File: src/rtl/fir_frame_feeder.sv
// Stream adapter around a frame-phased FIR core: valid/ready FIFO in, one sample or zero
// bubble per frame into the FIR, tagged capture of the FIR result, valid/ready out.
module fir_frame_feeder #(
    parameter int DATA_W = 16,
    parameter int DEPTH  = 8,
    parameter int FRAME  = 4
) (
    input  logic                     clk_i,
    input  logic                     reset_i,
    input  logic [DATA_W-1:0]        in_data_i,
    input  logic                     in_valid_i,
    output logic                     in_ready_o,
    output logic [DATA_W-1:0]        fir_data_in_o,
    input  logic [DATA_W-1:0]        fir_data_out_i,
    output logic [DATA_W-1:0]        out_data_o,
    output logic                     out_valid_o,
    input  logic                     out_ready_i,
    output logic                     overflow_o,
    output logic [$clog2(DEPTH):0]   fifo_level_o
);

    localparam int AW = $clog2(DEPTH);
    localparam int LW = AW + 1;
    localparam int PW = (FRAME > 1) ? $clog2(FRAME) : 1;

    logic [DATA_W-1:0] mem_q [DEPTH];
    logic [PW-1:0]     phase_q, phase_d;
    logic [AW-1:0]     wr_ptr_q, wr_ptr_d, rd_ptr_q, rd_ptr_d;
    logic [LW-1:0]     level_q, level_d;
    logic [DATA_W-1:0] fir_data_q, fir_data_d;
    logic [1:0]        tag_q, tag_d;
    logic [DATA_W-1:0] out_data_q, out_data_d;
    logic              out_valid_q, out_valid_d;
    logic              overflow_q, overflow_d;

    logic full, empty, push, pop, pop_edge, cap_edge;

    // DEPTH is a power of two, so the level MSB is set exactly when the FIFO is full.
    assign full     = level_q[AW];
    assign empty    = (level_q == '0);
    assign pop_edge = (phase_q == PW'(FRAME - 1));
    assign cap_edge = (phase_q == '0);
    assign push     = in_valid_i && !full;
    assign pop      = pop_edge && !empty;

    assign in_ready_o    = !full;
    assign fir_data_in_o = fir_data_q;
    assign out_data_o    = out_data_q;
    assign out_valid_o   = out_valid_q;
    assign overflow_o    = overflow_q;
    assign fifo_level_o  = level_q;

    always_comb begin
        phase_d     = pop_edge ? '0 : phase_q + PW'(1);
        wr_ptr_d    = wr_ptr_q;
        rd_ptr_d    = rd_ptr_q;
        level_d     = level_q + LW'(push) - LW'(pop);
        fir_data_d  = fir_data_q;
        tag_d       = tag_q;
        out_data_d  = out_data_q;
        out_valid_d = out_valid_q;
        overflow_d  = overflow_q;

        if (push) wr_ptr_d = wr_ptr_q + AW'(1);
        if (pop)  rd_ptr_d = rd_ptr_q + AW'(1);

        if (pop_edge) begin
            fir_data_d = empty ? '0 : mem_q[rd_ptr_q];
            tag_d      = {tag_q[0], !empty};
        end

        if (out_valid_q && out_ready_i) out_valid_d = 1'b0;

        // A capture may reload the register on the same edge the old word leaves.
        if (cap_edge && tag_q[1]) begin
            if (!out_valid_q || out_ready_i) begin
                out_data_d  = fir_data_out_i;
                out_valid_d = 1'b1;
            end else begin
                overflow_d = 1'b1;
            end
        end
    end

    always_ff @(posedge clk_i) begin
        if (push) mem_q[wr_ptr_q] <= in_data_i;
    end

    always_ff @(posedge clk_i) begin
        if (reset_i) begin
            phase_q     <= '0;
            wr_ptr_q    <= '0;
            rd_ptr_q    <= '0;
            level_q     <= '0;
            fir_data_q  <= '0;
            tag_q       <= 2'b00;
            out_data_q  <= '0;
            out_valid_q <= 1'b0;
            overflow_q  <= 1'b0;
        end else begin
            phase_q     <= phase_d;
            wr_ptr_q    <= wr_ptr_d;
            rd_ptr_q    <= rd_ptr_d;
            level_q     <= level_d;
            fir_data_q  <= fir_data_d;
            tag_q       <= tag_d;
            out_data_q  <= out_data_d;
            out_valid_q <= out_valid_d;
            overflow_q  <= overflow_d;
        end
    end

endmodule
File: config.mk
export PLATFORM = sky130hd
export DESIGN_NAME = fir_frame_feeder
export DESIGN_NICKNAME = d
export VERILOG_FILES = /design/src/rtl/fir_frame_feeder.sv
export SDC_FILE = /design/constraint.sdc
export NUM_CORES = 1
export LEC_CHECK = 0
export CAP_MARGIN = 10
export CORE_MARGIN = 2
export CORE_UTILIZATION = 49
export DETAILED_ROUTE_END_ITERATION = 10
export PLACE_DENSITY = 0.71
export SLEW_MARGIN = 10
export SYNTH_ARGS = -nofsm -noshare
export SYNTH_HDL_FRONTEND = slang
export SYNTH_SLANG_ARGS = --single-unit
File: constraint.sdc
create_clock -name clk_i -period 2.65 [get_ports clk_i]
set_input_delay 0.3975 -clock clk_i [delete_from_list [all_inputs] [get_ports clk_i]]
set_output_delay 0.3975 -clock clk_i [all_outputs]
set_load 0.02 [all_outputs]
==> results.py, run 1 <==
metrics = {
    "placement": {
        "place_congestion": 0.7086,
        "placed_cell_area_sq_um": 7825,
        "hpwl_um": 8815,
        "place_ws_ns": 0.3879,
        "post-place-cells": 697,
        "port-buffer-count": 74,
    },
    "flow_run": {
        "maxCapViolations": 0,
    },
    "timing": {
        "hold_ws_ns": 0.4525,
        "slew_viol_final": 0,
        "fmax_mhz": 441.1,
        "setup_viol": 0,
        "min_period_ns": 2.267,
        "max_slew_margin": 0.3884,
        "timing.final.crit_share": 0.8555,
        "tns_ns": 0,
        "skew_ns": 0.01018,
        "tightestPinTransition_ns": 0.9174,
        "worst_slack_ns": 0.3829,
        "hold_violations": 0,
        "grt_setup_unrepaired": "no",
    },
    "grt": {
        "grt_overflow": 0,
        "antenna_found_initial": 0,
        "grt_usage": 0.1957,
        "grt_util_met2": 0.3226,
        "grt_pass1_vias": 4089,
        "busiest_layer": "met2",
        "grt_pass1_wl_um": 21330,
        "use_met3": 0.05665,
        "grt_max_degree": 36,
        "met1_usage": 0.2477,
    },
    "clock_tree": {
        "cts_buffers": 17,
        "cts.clk_slew.worst_paths_ns": 0.07,
        "cts_root_buf": "clkbuf_16",
        "clkLatencyLatePin_ns": 0.42,
        "holdBufCountCts": 0,
        "cts_tree": "done",
        "clk_path_buf_depth": 2,
        "cts_resized": 0,
        "cts_sinks": 179,
        "post_cts_buffers": 0,
        "cts_htree_levels": 4,
    },
    "yosys": {
        "synth_area_per_cell_sq_um": 15.41,
        "synth.ff_latch_count": 179,
        "synth_cells": 441,
        "synth_cell_type_count": 35,
        "yosysSeqAreaShare": 0.7156,
        "synth_area_sq_um": 6798,
        "synth_warnings": 0,
        "syn_nets": 486,
    },
    "critical_path": {
        "start_kind": "flip-flop",
        "worstSetupPathType": "reg -> reg",
        "critPathArrivalTime_ns": 2.58,
        "crit_start": "fifo_level_o[2]",
        "cp_max_fo": 6,
        "rrSetupSlack_ns": 0.38,
        "slowest_stage": "fa_1",
        "crit-reg2reg-launch": "fifo_level_o[2]",
        "reg2regPathDepth": 11,
        "path_cells": "inv_1 -> ha_1 -> or3b_1 -> nand2_2 -> or2_2 -> nand2_1 -> ha_1 -> inv_1 -> fa_1 -> xor2_1 -> nor2_1",
        "r2r_end": "fifo_level_o[2]",
        "end_kind": "flip-flop",
        "max_stage_delay_ns": 0.37,
        "crit_path_end": "fifo_level_o[2]",
        "cp.required_ns": 2.96,
    },
    "routing": {
        "wl_per_cell_um": 18.56,
        "ant_nets": 0,
        "dr.pass1.iters": 4,
        "dr_total_vias": 3885,
        "drt_iter0_markers": 249,
        "drc_errors": 0,
        "viasPerCell": 5.329,
        "routed_wl_um": 13530,
    },
    "power_and_ir_drop": {
        "peakVddDrop_mv": 0.5094,
        "powerDensity_nw_per_um2": 775.3,
        "power.total_mw": 6.552,
        "leakage_nw": 2.830,
    },
    "finish": {
        "finish.instance_area_sq_um": 8452,
        "antenna_cells": 0,
        "finalCoreUtilization": 0.6161,
        "nets": 581,
        "synthToLayoutAreaGrowth_pct": 24.33,
        "finalNonFillerCells": 729,
        "drive_above_1_share": 0.2095,
        "final_cell_mix": "128 x edfxtp_1, 74 x clkdlybuf4s50_1, 56 x nand2_1",
        "final_common_cell": "edfxtp_1",
    },
    "floorplan": {
        "die_w_um": 121.8,
        "die_area_sq_um": 14830,
        "die_h_um": 121.8,
        "start_util": 0.4955,
        "core_sq_um": 13720,
        "ioPinCount": 75,
        "rows": 43,
    },
    "status": {
        "outcome": "finished clean",
    },
    "min_path": {
        "min_path_type": "reg -> reg",
    },
}
-- registers in the layout, summed over array words and instances (netlist names), named ones only --
signal	count
fifo_level_o	4
fir_data_in_o	16
mem_q	128
out_data_o	16
out_valid_o	1
overflow_o	1
phase_q	2
rd_ptr_q	3
tag_q	2
wr_ptr_q	3
-- power breakdown --
group / internal (mW) / leakage, nW / total (mW) / switching [mW]
sequential: 3.15 / 1.57 / 3.23 / 0.0765
clock: 1.61 / 0.291 / 2.62 / 1.01
combinational: 0.345 / 0.966 / 0.707 / 0.362
total: 5.10 / 2.83 / 6.55 / 1.45
-- final cells by class --
class                           count  area, sq um
Sequential cell                   179         4866
Tap cell                          180        225.2
Multi-Input combinational cell    233         1787
Fill cell                        1043         5268
Timing Repair Buffer               98        920.9
Inverter                            7        26.28
Clock inverter                     12        180.2
Clock buffer                       20        446.7
-- logic make-up after synthesis --
logic type               Yosys count  synth area share
AO/OA/AOI/OAI                     55           0.05780
XOR/XNOR                           6          0.007730
adder cells (fa/ha/maj)            9           0.01767
buffers and inverters             29           0.02301
flip-flops                       179            0.7156
multiplexers                      49            0.1073
AND/OR/NAND/NOR                  114           0.07087
-- worst max-delay path, delay by kind of cell (launching register included) --
| kind | cells | cell delay (ns) |
|---|---|---|
| simple gates | 5 | 0.80 |
| buf+inv | 2 | 0.13 |
| flops | 1 | 0.34 |
| xor+xnor | 1 | 0.14 |
| fa+ha+maj | 3 | 0.74 |
-- worst min path at each step --
stage                        start        endpoint  slack [ns]  cells past startpoint
CTS                 out_data_o[13]  out_data_o[13]        0.46                      2
floorplan               phase_q[0]      phase_q[0]        0.43                      1
global placement        phase_q[0]      phase_q[0]        0.44                      1
detailed placement   out_data_o[5]   out_data_o[5]        0.45                      2
finish              out_data_o[13]  out_data_o[13]        0.45                      2
global route        out_data_o[13]  out_data_o[13]        0.48                      2
-- cell usage after synthesis --
library cell / count / area, sq um
edfxtp_1: 128 / 3844
nand2_1: 56 / 210.2
dfxtp_1: 51 / 1021
nor2_1: 35 / 131.4
mux2_2: 31 / 349.1
a21oi_1: 21 / 105.1
mux4_2: 16 / 360.4
o22ai_1: 15 / 93.84
clkbuf_1: 10 / 37.54
o31ai_2: 10 / 125.1
ha_1: 8 / 100.1
inv_1: 7 / 26.28
nand2b_1: 6 / 37.54
nor2b_1: 5 / 31.28
o31ai_1: 5 / 37.54
buf_2: 4 / 20.02
buf_6: 4 / 45.04
xor2_1: 4 / 35.03
buf_4: 3 / 22.52
nand3_1: 3 / 15.01
nor3_1: 3 / 15.01
mux2i_1: 2 / 20.02
xnor2_1: 2 / 17.52
a2111oi_0: 1 / 8.760
a21o_1: 1 / 7.510
a31oi_1: 1 / 6.260
and2_1: 1 / 6.260
clkbuf_2: 1 / 5.000
fa_1: 1 / 20.02
nand2_2: 1 / 6.260
nor3b_1: 1 / 7.510
o41ai_1: 1 / 8.760
or2_1: 1 / 6.260
or2_2: 1 / 6.260
or3b_1: 1 / 8.760
-- routing by layer --
metal  part of all wire  routed length, um
met1               0.42               5627
met2               0.49               6636
met3              0.081               1097
met4              0.013                170
met5                  0                  0
Power figures use the tool's default switching activity.
==> inputs of run 2 (changes only) <==
--- a/config.mk
+++ b/config.mk
@@ -9,7 +9,7 @@
 export CORE_MARGIN = 2
 export CORE_UTILIZATION = 49
 export DETAILED_ROUTE_END_ITERATION = 10
-export PLACE_DENSITY = 0.71
+export PLACE_DENSITY = 0.75
 export SLEW_MARGIN = 10
 export SYNTH_ARGS = -nofsm -noshare
 export SYNTH_HDL_FRONTEND = slang
==> run 2 against run 1 <==
- flip-flop and latch count unchanged
- critical path depth unchanged
- maximum frequency down 0.34%
- register-to-register slack is essentially flat
- critical path type unchanged
==> results.py, run 2 (synthesis gave the netlist of run 1 again) <==
metrics = {
    "finish": {
        "filler_cell_count": 1035,
        "synthToLayoutAreaGrowth_pct": 22.77,
        "antenna_cells": 0,
        "finalCoreUtilization": 0.6083,
        "final_cell_mix": "128 x edfxtp_1, 74 x clkdlybuf4s50_1, 56 x nand2_1",
        "finish.instance_area_sq_um": 8346,
        "largest_reg_flops": 128,
        "final_common_cell": "edfxtp_1",
        "nets": 575,
        "top_register": "mem_q",
        "drive_above_1_share": 0.1952,
    },
    "timing": {
        "tns_ns": 0,
        "setup_viol": 0,
        "min_period_ns": 2.275,
        "hold_ws_ns": 0.4545,
        "tightestPinTransition_ns": 0.9477,
        "worst_slack_ns": 0.3752,
        "hold_violations": 0,
        "max_slew_margin": 0.3682,
        "skew_ns": 0.005982,
        "fmax_mhz": 439.6,
        "timing.final.crit_share": 0.8584,
        "slew_viol_final": 0,
        "grt_setup_unrepaired": "no",
    },
    "clock_tree": {
        "cts.clk_slew.worst_paths_ns": 0.06,
        "holdBufCountCts": 0,
        "cts_root_buf": "clkbuf_16",
        "post_cts_buffers": 0,
        "cts_sinks": 179,
        "cts_buffers": 17,
        "clkLatencyLatePin_ns": 0.42,
        "cts_resized": 0,
        "cts_htree_levels": 4,
        "clk_path_buf_depth": 2,
        "cts_tree": "done",
    },
    "critical_path": {
        "critPathArrivalTime_ns": 2.58,
        "worstSetupPathType": "reg -> reg",
        "end_kind": "flip-flop",
        "cp_max_fo": 6,
        "cp.required_ns": 2.95,
        "start_kind": "flip-flop",
    },
    "routing": {
        "viasPerCell": 5.332,
        "wl_per_cell_um": 18.44,
        "dr.pass1.iters": 4,
        "ant_nets": 0,
        "routed_wl_um": 13330,
        "drt_iter0_markers": 313,
        "dr_total_vias": 3855,
        "drc_errors": 0,
    },
    "grt": {
        "antenna_found_initial": 0,
        "grt_overflow": 0,
        "grt_usage": 0.1955,
        "grt_pass1_vias": 4134,
        "grt_pass1_wl_um": 21460,
        "grt_max_degree": 36,
    },
    "floorplan": {
        "start_util": 0.4955,
        "core_sq_um": 13720,
        "die_h_um": 121.8,
        "rows": 43,
        "die_area_sq_um": 14830,
        "die_w_um": 121.8,
        "ioPinCount": 75,
    },
    "power_and_ir_drop": {
        "leakage_nw": 2.780,
        "peakVddDrop_mv": 0.4391,
        "powerDensity_nw_per_um2": 755.6,
    },
    "status": {
        "outcome": "finished clean",
    },
    "flow_run": {
        "maxCapViolations": 0,
    },
    "placement": {
        "place_ws_ns": 0.3671,
        "place_congestion": 0.7308,
        "placed_cell_area_sq_um": 7792,
        "hpwl_um": 8595,
        "port-buffer-count": 74,
    },
    "min_path": {
        "min_path_type": "reg -> reg",
    },
}
-- run 2: layout make-up --
class                      count  area (sq um)  area share
clock buffer                  21         440.4     0.05277
clock inverter                11         112.6     0.01349
inverter                       7         26.28    0.003148
multi-input combinational    233          1787      0.2141
sequential                   179          4866      0.5831
tap                          180         225.2     0.02699
timing repair buffer          92         888.4      0.1064
-- run 2: per-stage QoR --
| stage | cells | power [mW] |
|---|---|---|
| after CTS | 723 | 6.355 |
| after global placement | 691 | 3.954 |
| final | 723 | 6.306 |
| after global routing | 723 | 6.542 |
| after floorplan | 441 | 3.702 |
| after detailed placement | 691 | 3.998 |
-- run 2: worst max-delay path: stages, from the launching register on --
cell and delay, ns:
dfxtp_1 0.35, inv_1 0.08, ha_1 0.17, or3b_1 0.22, nand2_2 0.11, or2_2 0.35
nand2_1 0.08, ha_1 0.17, inv_1 0.06, fa_1 0.38, xor2_1 0.14, nor2_1 0.05
-- run 2: path summary, 6_finish.rpt --
path	start	endpoint	slack, ns	depth (start not counted)
worst max-delay path	fifo_level_o[3]	fifo_level_o[2]	0.38	11
worst min-delay path	out_data_o[7]	out_data_o[7]	0.45	2
worst max register to register	fifo_level_o[3]	fifo_level_o[2]	0.38	11
worst min register to register	out_data_o[7]	out_data_o[7]	0.45	2
-- run 2: power breakdown --
group          switching [mW]  leakage, nW  internal (mW)  total [mW]
Sequential             0.0692         1.57           3.15        3.22
Clock                    1.00        0.270           1.38        2.38
Combinational           0.372        0.937          0.335       0.707
-- run 2: layer usage --
layer	up-vias	share of wire	routed length (um)	global-route usage
li1	1811	-	-	-
met1	1893	0.41	5492	0.2391
met2	129	0.48	6402	0.3223
met3	22	0.089	1186	0.06742
met4	0	0.019	248	0.07328
met5	-	0	0	0
==> inputs of run 3 (changes only) <==
--- a/config.mk
+++ b/config.mk
@@ -5,11 +5,10 @@
 export SDC_FILE = /design/constraint.sdc
 export NUM_CORES = 1
 export LEC_CHECK = 0
-export CAP_MARGIN = 10
 export CORE_MARGIN = 2
-export CORE_UTILIZATION = 49
+export CORE_UTILIZATION = 45
 export DETAILED_ROUTE_END_ITERATION = 10
-export PLACE_DENSITY = 0.75
+export PLACE_DENSITY = 0.7
 export SLEW_MARGIN = 10
 export SYNTH_ARGS = -nofsm -noshare
 export SYNTH_HDL_FRONTEND = slang
==> run 3 against run 2 <==
- first-iteration DRC count is 31% lower
- largest power group unchanged
- register-to-register slack gained 0.08 ns
- highest routed layer unchanged
- largest cell class unchanged
- clock power increased by 8%
==> results.py, run 3 (synthesis gave the netlist of run 1 again) <==
metrics = {
    "status": {
        "outcome": "finished clean",
    },
    "timing": {
        "hold_violations": 0,
        "grt_setup_unrepaired": "no",
        "skew_ns": 0.01186,
        "timing.final.crit_share": 0.8264,
        "max_slew_margin": 0.3809,
        "slew_viol_final": 0,
        "min_period_ns": 2.190,
        "tightestPinTransition_ns": 0.9287,
        "setup_viol": 0,
        "tns_ns": 0,
        "fmax_mhz": 456.6,
        "worst_slack_ns": 0.4600,
    },
    "critical_path": {
        "crit_path_end": "fifo_level_o[2]",
        "end_kind": "flip-flop",
        "reg2regPathDepth": 11,
        "critPathArrivalTime_ns": 2.48,
        "start_kind": "flip-flop",
        "crit-reg2reg-launch": "fifo_level_o[3]",
        "r2r_end": "fifo_level_o[2]",
        "worstSetupPathType": "reg -> reg",
        "rrSetupSlack_ns": 0.46,
        "cp.required_ns": 2.94,
        "cp_max_fo": 6,
        "crit_start": "fifo_level_o[3]",
    },
    "finish": {
        "drive_above_1_share": 0.2070,
        "final_cell_mix": "128 x edfxtp_1, 74 x clkdlybuf4s50_1, 56 x nand2_1",
        "nets": 578,
        "final_common_cell": "edfxtp_1",
        "largest_reg_flops": 128,
        "finish.instance_area_sq_um": 8436,
        "top_register": "mem_q",
        "synthToLayoutAreaGrowth_pct": 24.09,
        "antenna_cells": 0,
        "finalNonFillerCells": 730,
    },
    "grt": {
        "grt_pass1_vias": 3964,
        "antenna_found_initial": 0,
        "grt_overflow": 0,
        "grt_max_degree": 39,
        "grt_usage": 0.1678,
        "grt_pass1_wl_um": 20300,
    },
    "clock_tree": {
        "cts_sinks": 179,
        "clkLatencyLatePin_ns": 0.42,
        "cts_htree_levels": 4,
        "cts_tree": "done",
        "cts_root_buf": "clkbuf_16",
        "cts.clk_slew.worst_paths_ns": 0.06,
        "post_cts_buffers": 0,
        "cts_resized": 0,
        "holdBufCountCts": 0,
        "clk_path_buf_depth": 2,
        "cts_buffers": 17,
    },
    "routing": {
        "wl_per_cell_um": 17.67,
        "drt_iter0_markers": 216,
        "ant_nets": 0,
        "drc_errors": 0,
        "dr.pass1.iters": 4,
        "routed_wl_um": 12900,
        "dr_total_vias": 3738,
        "viasPerCell": 5.121,
    },
    "power_and_ir_drop": {
        "leakage_nw": 2.822,
        "peakVddDrop_mv": 0.4783,
        "powerDensity_nw_per_um2": 768.4,
    },
    "placement": {
        "post-place-cells": 698,
        "port-buffer-count": 74,
        "hpwl_um": 8330,
        "place_congestion": 0.7720,
        "placed_cell_area_sq_um": 7820,
        "place_ws_ns": 0.4419,
    },
    "floorplan": {
        "start_util": 0.4642,
        "rows": 44,
        "core_sq_um": 14640,
        "die_w_um": 126.9,
        "die_area_sq_um": 16100,
        "ioPinCount": 75,
        "die_h_um": 126.9,
    },
    "min_path": {
        "min_path_type": "reg -> reg",
    },
    "flow_run": {
        "maxCapViolations": 0,
    },
}
run 3: routing by layer:
layer  global-route usage  wire length (um)
met5                    0                 0
met4              0.04913               116
met3              0.05905               888
met2               0.3001              6659
met1               0.1898              5233
run 3: area by class of cell:
class | count | area (sq um)
clock buffer | 17 | 425.4
clock inverter | 15 | 190.2
fill | 1102 | 6208
inverter | 7 | 26.28
multi-input combinational | 233 | 1787
sequential | 179 | 4866
tap | 184 | 230.2
timing repair buffer | 95 | 910.9
run 3: power by group:
part           internal, mW  switching [mW]
registers              3.15          0.0666
logic                 0.333           0.349
clock network          1.51            1.07
total                  5.00            1.49
run 3: worst min-delay path by stage:
stage / from / end / slack (ns) / cells past startpoint
2_1_floorplan: phase_q[0] / phase_q[0] / 0.43 / 1
6_report: phase_q[0] / phase_q[0] / 0.45 / 1
3_3_place_gp: phase_q[0] / phase_q[0] / 0.44 / 1
4_1_cts: out_data_o[13] / out_data_o[13] / 0.46 / 2
3_5_place_dp: phase_q[0] / phase_q[0] / 0.45 / 1
5_1_grt: out_data_o[5] / out_data_o[5] / 0.47 / 2
run 3: through the flow:
step,power (mW),hold slack (ns),util
floorplan,3.702,0.4270,-
global placement,3.946,0.4377,0.5340
detailed placement,3.972,0.4451,0.5340
CTS,6.551,0.4553,0.5760
global route,6.728,0.4683,0.5760
finish,6.482,0.4534,0.5760
run 3: critical path: stages, from the launching register on:
cell and delay (ns):
dfxtp_1 0.35, inv_1 0.07, ha_1 0.16, or3b_1 0.21, nand2_2 0.11, or2_2 0.34
nand2_1 0.07, ha_1 0.15, inv_1 0.05, fa_1 0.37, xor2_1 0.14, nor2_1 0.05
==> variant: new RTL, flow settings as in run 2 <==
`DEPTH`: 8 -> 16.
--- a/src/rtl/fir_frame_feeder.sv
+++ b/src/rtl/fir_frame_feeder.sv
@@ -2,7 +2,7 @@
 // bubble per frame into the FIR, tagged capture of the FIR result, valid/ready out.
 module fir_frame_feeder #(
     parameter int DATA_W = 16,
-    parameter int DEPTH  = 8,
+    parameter int DEPTH  = 16,
     parameter int FRAME  = 4
 ) (
     input  logic                     clk_i,
Interface: changed (resized fifo_level_o); port bits go from 75 to 76. No check against the original RTL was run, so the function may have changed too.
==> variant against run 2 <==
  * Synthesized area rose by 75%
  * Total power rose by 78%
  * Worst setup slack got worse by 230 ps
  * Wire length rose by 86%
  * Sequential share of layout area rose by 2.8 points
  * Global-route usage rose by 0.071 points
  * Design area rose by 72%
  * Sequential cell count rose by 132
==> variant: results (changes against run 2) <==
| Metric | Value |
|---|---|
| Layout cell share with drive strength beyond 1 | `23.0% (+3.5 points)` |
| Gpl congestion | `0.784 (+7.2%)` |
| Fillers | `1,726 (+67%)` |
| DP Cell Count | `1,042 (+51%)` |
| Hold Startpoint | `fir_data_out_i[15]` |
| Layout Skew | `10.1 ps (+4.16 ps)` |
| Met2 wire len | `12.7 mm (+98%)` |
| WHS Endpoint | `out_data_o[15]` |
| Layout Nets | `797 (+39%)` |
| Psw | `2.39 mW (+66%)` |
| Total combinational power | `1.14 mW (+61%)` |
| Hold_ws | `402 ps (-52.7 ps)` |
| First-pass GRT wire length | `38.2 mm (+78%)` |
| DP Worst Slack | `15.7 ps (-351 ps)` |
| Commonest cells post-synth | `edfxtp_1 (256), dfxtp_1 (55), mux4_2 (48), nor2_1 (45), nand2_1 (41)` |
| Status | `complete, no violations` |
| CTS max path bufs | `3 (+1)` |
| Iteration-0 DRC Markers | `529 (+69%)` |
| Max incr delay on CP | `480 ps (+100 ps)` |
| Post-synth EDFFs | `256 (+100%)` |
| Worst Path Arrival | `2930 ps (+350 ps)` |
| Hold path cells | `3 (+1)` |
| RR Startpoint | `fifo_level_o[2]` |
| Max reg flops | `256 (+100%)` |
| Sequential area share after synthesis | `73.8% (+2.3 points)` |
| Total CTS buffers | `28 (+11)` |
| R2R Path End | `fifo_level_o[4]` |
| VDD IR-drop max | `0.000454 V (+3.5%)` |
| Largest net degree at the start of global routing | `65 (+81%)` |
| Synth area leaders | `edfxtp_1 (65%), dfxtp_1 (9.2%), mux4_2 (9.1%), mux4_1 (3.5%), mux2_2 (1.5%)` |
| Total global-route track usage | `19.6% (+0.071 points)` |
| DR vias | `6,133 (+59%)` |
| Slew @ Worst Pin | `701 ps (-247 ps)` |
| Non-Filler Instances | `1,095 (+51%)` |
| Post-DP HPWL | `15.4 mm (+79%)` |
| Routed WL | `24.8 mm (+86%)` |
| Avg Cell Area, Syn | `18.9 µm² (+23%)` |
| P_leak | `4.73 nW (+70%)` |
| H-tree depth | `1 (-3)` |
| Vias in the first global route | `6,569 (+59%)` |
| Post-layout instance area | `14,400 µm² (+72%)` |
| Post-synth cell types | `37 (+5.7%)` |
## variant: cell types whose count changed after synthesis, sizes merged, moves of 10 or more
cell and delta:
mux2 -15, mux4 +48, o22ai -15, a221o +16
nand2 -15, o31ai -15, mux2i +15, edfxtp +128
nor2 +10
## variant: worst max path at each step
stage | startpoint | endpoint | slack (ps) | cells after the start
global route | fifo_level_o[2] | fifo_level_o[4] | 10 | 13
CTS | fifo_level_o[2] | fifo_level_o[4] | 30 | 13
detailed placement | in_valid_i | fifo_level_o[4] | 20 | 11
finish | fifo_level_o[2] | fifo_level_o[4] | 140 | 13
global placement | in_valid_i | fifo_level_o[4] | 170 | 11
floorplan | fifo_level_o[2] | fifo_level_o[4] | 40 | 14
## variant: cells by family (layout without fill, tap and decap cells)
family / Yosys count / count (layout) / synth area share (%)
other cells: 0 / 1 / 0
buf+inv: 43 / 184 / 1.81
fa+ha+maj: 13 / 13 / 1.43
flops: 311 / 311 / 73.8
compound gates: 42 / 42 / 2.49
simple gates: 115 / 115 / 4.31
mux: 97 / 97 / 15.6
xor+xnor: 8 / 8 / 0.589
## variant: repair_timing
item / in CTS / in global routing
setup endpoints to repair: 1 / 1
resized for setup: 1 / 7
pin swaps: 0 / 1
## variant: metal layers
layer	global-route usage, %	vias up
li1	-	2722
met1	26.4	3173
met2	33.7	204
met3	2.91	34
met4	5.57	0
met5	0	-
## variant: area by class of cell
type | instances | share of cell area [%]
antenna | 1 | 0.0174
clock buffer | 33 | 5.28
multi-input combinational | 275 | 20.5
timing repair buffer | 121 | 7.88
tap | 324 | 2.82
sequential | 311 | 61.1
clock inverter | 19 | 2.16
inverter | 11 | 0.287
## variant: tightest hold or removal path: stages
cell,delay (ps)
clkdlybuf4s50_1,390
nand2_1,60
a21oi_1,50
